===== config.mk =====
export PLATFORM = sky130hd
export DESIGN_NAME = serial_adder_ctrl
export DESIGN_NICKNAME = d
export VERILOG_FILES = /design/src/rtl/serial_adder_ctrl_pkg.sv /design/src/rtl/full_adder_cell.sv /design/src/rtl/half_adder.sv /design/src/rtl/serial_adder_ctrl.sv
export SDC_FILE = /design/constraint.sdc
export NUM_CORES = 1
export LEC_CHECK = 0
export ABC_CLOCK_PERIOD_IN_PS = 1700
export CORE_MARGIN = 10
export CORE_UTILIZATION = 45
export CTS_CLUSTER_SIZE = 28
export DETAILED_ROUTE_END_ITERATION = 6
export PLACE_DENSITY = 0.72
export SLEW_MARGIN = 10
export SYNTH_ARGS = -nofsm -noshare
export SYNTH_HDL_FRONTEND = slang
export SYNTH_SLANG_ARGS = --single-unit

===== constraint.sdc =====
create_clock -name clk -period 1.7 [get_ports clk]
set_clock_uncertainty 0.05 [all_clocks]
set_input_delay 0.34 -clock clk [delete_from_list [all_inputs] [get_ports clk]]
set_output_delay 0.34 -clock clk [all_outputs]
set_load 0.01 [all_outputs]

===== src/rtl/serial_adder_ctrl_pkg.sv =====
// serial_adder_ctrl_pkg: shared state encoding for the bit-serial adder controller
package serial_adder_ctrl_pkg;
  typedef enum logic [1:0] {
    ST_IDLE = 2'd0,
    ST_ADD  = 2'd1,
    ST_DONE = 2'd2
  } state_t;
endpackage


===== src/rtl/full_adder_cell.sv =====
// full_adder_cell: 1-bit full adder from two half adders and an OR for carry
module full_adder_cell (
  input  logic a,
  input  logic b,
  input  logic cin,
  output logic sum,
  output logic carry
);
  logic w_s1, w_c1, w_c2;
  half_adder u_ha0 (.a(a),    .b(b),   .sum(w_s1), .carry(w_c1));
  half_adder u_ha1 (.a(w_s1), .b(cin), .sum(sum),  .carry(w_c2));
  assign carry = w_c1 | w_c2;
endmodule


===== src/rtl/half_adder.sv =====
// half_adder: single-bit half adder
module half_adder (
  input  logic a,
  input  logic b,
  output logic sum,
  output logic carry
);
  assign sum   = a ^ b;
  assign carry = a & b;
endmodule


===== src/rtl/serial_adder_ctrl.sv =====
// serial_adder_ctrl: sequences one full-adder cell over WIDTH bits, LSB first
module serial_adder_ctrl
  import serial_adder_ctrl_pkg::*;
#(
  parameter int WIDTH = 8,
  parameter int CNT_W = $clog2(WIDTH + 1)
) (
  input  logic             clk,
  input  logic             rst_n,
  input  logic             start,
  input  logic [WIDTH-1:0] a,
  input  logic [WIDTH-1:0] b,
  input  logic             cin,
  output logic             busy,
  output logic             done,
  output logic [WIDTH-1:0] sum,
  output logic             cout
);
  state_t           r_state, w_state_nxt;
  logic [WIDTH-1:0] r_a_sh, r_b_sh, r_acc;
  logic             r_carry;
  logic [CNT_W-1:0] r_cnt;
  logic             w_s_bit, w_c_next, w_last, w_accept, w_in_add;
  full_adder_cell u_fa (
    .a    (r_a_sh[0]),
    .b    (r_b_sh[0]),
    .cin  (r_carry),
    .sum  (w_s_bit),
    .carry(w_c_next)
  );
  assign w_in_add = (r_state == ST_ADD);
  assign w_last   = w_in_add && (r_cnt == CNT_W'(WIDTH - 1));
  assign w_accept = (r_state == ST_IDLE) && start;
  // next state: IDLE->ADD on start, ADD->DONE on last bit, DONE->IDLE always
  always_comb begin
    w_state_nxt = r_state;
    w_state_nxt = w_accept ? ST_ADD :
                  w_last ? ST_DONE :
                  (r_state == ST_DONE) ? ST_IDLE : r_state;
  end
  // state register
  always_ff @(posedge clk or negedge rst_n) begin
    if (!rst_n) r_state <= ST_IDLE;
    else        r_state <= w_state_nxt;
  end
  // operand capture, bit-serial shift datapath and carry register
  always_ff @(posedge clk or negedge rst_n) begin
    if (!rst_n) begin
      r_a_sh  <= '0;
      r_b_sh  <= '0;
      r_acc   <= '0;
      r_carry <= 1'b0;
      r_cnt   <= '0;
    end else if (w_accept) begin
      r_a_sh  <= a;
      r_b_sh  <= b;
      r_acc   <= '0;
      r_carry <= cin;
      r_cnt   <= '0;
    end else if (w_in_add) begin
      r_a_sh  <= {1'b0, r_a_sh[WIDTH-1:1]};
      r_b_sh  <= {1'b0, r_b_sh[WIDTH-1:1]};
      r_acc   <= {w_s_bit, r_acc[WIDTH-1:1]};
      r_carry <= w_c_next;
      r_cnt   <= w_last ? r_cnt : r_cnt + CNT_W'(1);
    end
  end
  // registered status and result; result only moves on the completion edge
  always_ff @(posedge clk or negedge rst_n) begin
    if (!rst_n) begin
      busy <= 1'b0;
      done <= 1'b0;
      sum  <= '0;
      cout <= 1'b0;
    end else begin
      busy <= w_accept || (w_in_add && !w_last);
      done <= w_last;
      if (w_last) begin
        sum  <= {w_s_bit, r_acc[WIDTH-1:1]};
        cout <= w_c_next;
      end
    end
  end
endmodule


==> results of run 1 <==
[sequential cells by signal, indices dropped and copies added, names as in the netlist]
register / flops
r_a_sh: 8
sum: 8
r_acc: 7
busy: 1
r_state: 2
cout: 1
r_cnt: 4
r_carry: 1
done: 1
r_b_sh: 8
[logic make-up after synthesis]
group	after synthesis	synth area share
buf+inv	14	0.0350
simple gates	33	0.100
compound gates	57	0.210
flops	41	0.575
mux	10	0.0624
fa+ha+maj	2	0.0182
[per-layer routing]
layer / vias to the layer above / GRT usage / routed length [µm]
met5: - / 0 / 0
met4: 0 / 0.0431 / 48
met3: 6 / 0.0566 / 290
met2: 41 / 0.193 / 2070
met1: 693 / 0.139 / 1700
li1: 654 / - / -
[cell usage after synthesis, types with 2 or more instances]
cell type  number  area [µm²]
dfrtp_1        41        1030
o21ai_0        19        95.1
a22oi_1        15         113
nand2_1        12        45.0
a21oi_1         9        45.0
mux2_1          8        90.1
a22o_1          7        61.3
clkbuf_1        7        26.3
nor2b_1         7        43.8
nor2_1          4        15.0
and2b_1         3        22.5
buf_2           2        10.0
buf_4           2        15.0
inv_1           2        7.51
[cell usage in the layout, fill, tap and decap left out, types with 4 or more instances in the layout]
| cell | n |
|---|---|
| nor2_1 | 4 |
| nand2_1 | 12 |
| mux2_1 | 8 |
| nor2b_1 | 7 |
| a22o_1 | 7 |
| a22oi_1 | 15 |
| clkdlybuf4s50_1 | 29 |
| clkbuf_8 | 5 |
| a21oi_1 | 9 |
| dfrtp_1 | 41 |
| o21ai_0 | 19 |
| buf_4 | 12 |
[worst register-to-register path, stage by stage, from the launching register on]
cell and delay [ns]:
dfrtp_1 0.40, ha_1 0.19, nand3b_1 0.15, nor3_2 0.16, buf_6 0.19, mux2_1 0.34
[stage by stage]
step | total power, µW | utilization | instance area (µm²) | TNS, ns | std cells
3_3_place_gp | 3050 | 0.588 | 2200 | 0 | 237
3_5_place_dp | 3140 | 0.588 | 2200 | -0.0301 | 237
2_1_floorplan | 2470 | - | 1790 | 0 | 157
5_1_grt | 4050 | 0.615 | 2300 | 0 | 247
4_1_cts | 3750 | 0.612 | 2290 | 0 | 246
6_report | 3740 | 0.615 | 2300 | 0 | 247
[layout make-up]
cell class	count	share of cell area
clock buffer	6	0.0315
clock inverter	2	0.00435
inverter	3	0.00489
multi-input combinational	102	0.303
sequential	41	0.445
tap	48	0.0261
timing repair buffer	45	0.185
[power groups by stage]
stage / clock [µW] / sequential, µW / combinational [µW]
after CTS: 620 / 1610 / 1530
after global routing: 669 / 1650 / 1730
after global placement: 0 / 1590 / 1450
after floorplan: 0 / 1600 / 867
after detailed placement: 0 / 1620 / 1520
final: 601 / 1600 / 1540
[final timing paths]
check                              start  depth (start not counted)       end  slack, ns
min in group asynchronous          rst_n                          2   r_carry       0.49
worst min register to register    sum[6]                          1    sum[6]       0.44
worst min-delay path              sum[6]                          1    sum[6]       0.44
max in group asynchronous          rst_n                          3  r_cnt[1]       0.63
worst max-delay path            r_cnt[1]                          5    sum[2]       0.11
worst max register to register  r_cnt[1]                          5    sum[2]       0.11
[timing repair]
action                                 4_1_cts  5_1_grt
hold buffers                                 1        0
setup buffers                                0        1
endpoints found under the hold margin       19        0
resized for setup                            0        1
setup endpoints to repair                    0        9
==> results.md, run 1 <==
- Status: finished, final reports clean
- Antenna viol nets, final: 0
- Die width: 83.0 µm
- Share of layout cells above drive strength 1: 0.131
- Worst path max stage delay: 0.40 ns
- Htree depth: 2
- Post-Synthesis Cells: 157
- Mapped cell area: 1790 µm²
- NetSw: 1350 µW
- Highest-delay cell along the critical path: dfrtp_1
- Sequential fraction of the synthesis area: 0.575
- Die span in y: 83.0 µm
- Fill count: 313
- Register share of total power: 0.428
- Initial Util: 0.477
- First-pass GRT wire length: 7070 µm
- Top_reg_cell synth: dfrtp_1
- I/O pin count: 31
- PwrDens: ~1600 nW/µm²
- Skew-Pair Late Insertion Delay: roughly 0.29 ns
- Seq cells post-synth: 41
- Die area: just under 7000 µm²
- Peak VDD IR: about 800 µV
- Arrival time worst endpoint: 1.72 ns
- TritonCTS Sinks: 41
- FMAX: 628 MHz
- Buf/Inv on CP: 1
- Async SR Flop Fraction: 1.00
- Number of global-route vias before repair: 1,444
- Combinational share of power: 0.411
- Synth Net Count: 179
- Yosys warns: 0
- Setup WS pre-CTS: -0.0301 ns
- Final hold slack: 0.438 ns
- Worst setup margin: approximately 0.11 ns
- Area occupied by registers: 1030 µm²
- Worst Tran Pin Value: just under 0.5 ns
- P_int: 2400 µW
- Max-slew headroom: 0.669
- Largest net degree at the start of global routing: 25
- RSZ-0062 raised after global routing: no
- Min Clock Period, post-route: around 1.6 ns
- Synth cell types: 33
- Area growth syn-to-layout: 29.0%
- Power share of the clock group: 0.161
- # diodes: 0
- Setup crit end kind: flip-flop
- CP top delay family: flip-flops
- Residual DRC count: 0
- Net Sw Frac: 0.360
- EDFF count, synth: 0
- CTS Buf Count: 5
- Drt first pass iters: 4
- Clk buf depth: 2
- GP Congestion: 0.780
- Final nets: 220
- CP cell instances: ha_1, nand3b_1, nor3_2, buf_6, mux2_1
- Vias per cell: between 5 and 6
- Leakage: between 0.001 and 0.0015 µW
- WL final: 4110 µm
- Syn avg cell area: 11.4 µm²
- Initial antenna violation count: 0
- Area of the multi-input gates: 697 µm²
- Final Setup Violations: 0
- Grt ovf: 0
- Initial drt markers: 74
- Startpoint Class: flip-flop
- GRT Total Usage: 0.121
- Post-DP HPWL: ~3100 µm
- Slew Viols, Final: 0
- Core Footprint: 3740 µm²
- Worst-path clk slew: 0.07 ns
- CTS tree: yes
- Required @ worst endpoint: between 1.5 and 2 ns
- Total of max-cap violations: 0
- Setup CP Type: reg -> reg
- Worst Path Max Fanout: 11
- Routed WL per cell: 16.6 µm
- Worst hold path class: reg -> reg
- Period utilization: 0.937
- Rows: 22
- Total vias in the final route: 1,394
- CTS Root Cell: clkbuf_8
- Port buffer count: 30
- Final hold violation count: 0
(Power assumes the default switching activity.)
==> inputs of run 2 (changes only) <==
SKIP_CTS_REPAIR_TIMING = 1   (was not set)
==> run 2 against run 1 <==
Via count down 0.65%; core utilization unchanged; critical path depth unchanged; hold slack unchanged; routed wire length down 0.12%; combinational power about the same; flip-flop and latch count unchanged; largest power group unchanged; die area unchanged; first-iteration DRC count up 9.5%.
==> results.md, run 2 (synthesis results as in run 1) <==
- Status: finished, final reports clean
- WL final: 4100 µm
- Required @ worst endpoint: ~1.8 ns
- Largest net degree at the start of global routing: 25
- Port buffer count: 30
- Die area: 6890 µm²
- Final nets: 220
- Final Setup Violations: 0
- Arrival time worst endpoint: 1.73 ns
- Setup CP Type: reg -> reg
- Min-delay src: sum[6]
- Initial antenna violation count: 0
- Slew Viols, Final: 0
- Worst Path Max Fanout: 11
- Commonest cells after routing, fill and taps aside: dfrtp_1 (41), clkdlybuf4s50_1 (29), o21ai_0 (19)
- Setup crit end kind: flip-flop
- First-pass GRT wire length: 7070 µm
- Antenna viol nets, final: 0
- Die span in y: 83.0 µm
- Number of global-route vias before repair: 1,444
- Routed WL per cell: 16.6 µm
- # diodes: 0
- Leakage: 0.00104 µW
- FMAX: 623 MHz
- TritonCTS Sinks: slightly above 40
- Final Power: 3750 µW
- Core Footprint: 3740 µm²
- Skew-Pair Late Insertion Delay: 0.29 ns
- Crit path from: r_cnt[1]
- Min Clock Period, post-route: between 1.5 and 2 ns
- Largest regs: r_a_sh: 8 flops, r_b_sh: 8 flops, sum: 8 flops
- PwrDens: 1630 nW/µm²
- Final hold violation count: 0
- GRT Total Usage: 0.121
- Total of max-cap violations: 0
- Share of layout cells above drive strength 1: 0.131
- Worst-path clk slew: 0.07 ns
- Grt ovf: 0
- I/O pin count: 31
- Initial Util: 0.477
- Initial drt markers: 81
- Rows: 22
- Post-DP HPWL: approximately 3100 µm
- Worst hold path class: reg -> reg
- CTS tree: yes
- Most common cell after layout, fill and taps aside: dfrtp_1
- Total vias in the final route: 1,385
- Period utilization: 0.944
- Clk buf depth: 2
- Max-slew headroom: 0.667
- Area growth syn-to-layout: 29.0%
- Residual DRC count: 0
- CTS Root Cell: clkbuf_8
- Die width: around 83 µm
- Vias per cell: 5.61
- Startpoint Class: flip-flop
- Peak VDD IR: 793 µV
- Worst Tran Pin Value: 0.499 ns
- Final Util: 0.615
- Htree depth: 2
- RSZ-0062 raised after global routing: no
- Setup WS pre-CTS: -0.0301 ns
- CTS Buf Count: 5
- Drt first pass iters: 4
- Reg2reg start: r_cnt[1]
- Setup total negative slack: 0 ns
- GP Congestion: 0.780
- Worst setup margin: between 0.09 and 0.1 ns
-- run 2: cell counts in the layout (fill, tap and decap cells not counted) --
Identical to the previous run, type by type.
-- run 2: path summary, 6_finish.rpt --
check	to	slack, ns	depth (start not counted)
worst max-delay path	sum[5]	0.1	5
worst min register to register	sum[6]	0.44	1
max in group asynchronous	r_cnt[1]	0.63	3
worst min-delay path	sum[6]	0.44	1
min in group asynchronous	r_b_sh[1]	0.49	2
worst max register to register	sum[5]	0.1	5
-- run 2: metrics by stage --
| step | hold slack (ns) | cell area, µm² | instances |
|---|---|---|---|
| floorplan | -0.00559 | 1790 | 157 |
| global placement | 0.268 | 2200 | 237 |
| detailed placement | 0.274 | 2200 | 237 |
| CTS | -0.0425 | 2280 | 245 |
| global route | 0.456 | 2300 | 247 |
| finish | 0.438 | 2300 | 247 |
-- run 2: routing by layer --
| metal | global-route usage | vias to the layer above | part of all wire |
|---|---|---|---|
| li1 | - | 654 | - |
| met2 | 0.193 | 35 | 0.50 |
| met1 | 0.139 | 692 | 0.42 |
| met3 | 0.0566 | 4 | 0.068 |
| met4 | 0.0431 | 0 | 0.0076 |
| met5 | 0 | - | 0 |
-- run 2: worst max-delay path, cell delays in order (launching register included) --
cell and delay [ns]:
dfrtp_1 0.41, ha_1 0.19, nand3b_1 0.15, nor3_2 0.16, buf_6 0.18, mux2_1 0.34
-- run 2: layout make-up --
type | instances | area [µm²]
tap | 48 | 60.1
clock buffer | 6 | 72.6
inverter | 3 | 11.3
multi-input combinational | 102 | 697
timing repair buffer | 45 | 427
sequential | 41 | 1030
clock inverter | 2 | 10.0
fill | 313 | 1440
-- run 2: power by group --
group	leakage (µW)	total (µW)	switching (µW)	internal, µW
registers	0.000539	1600	270	1330
logic	0.000454	1540	757	780
clock network	0.0000450	606	322	284
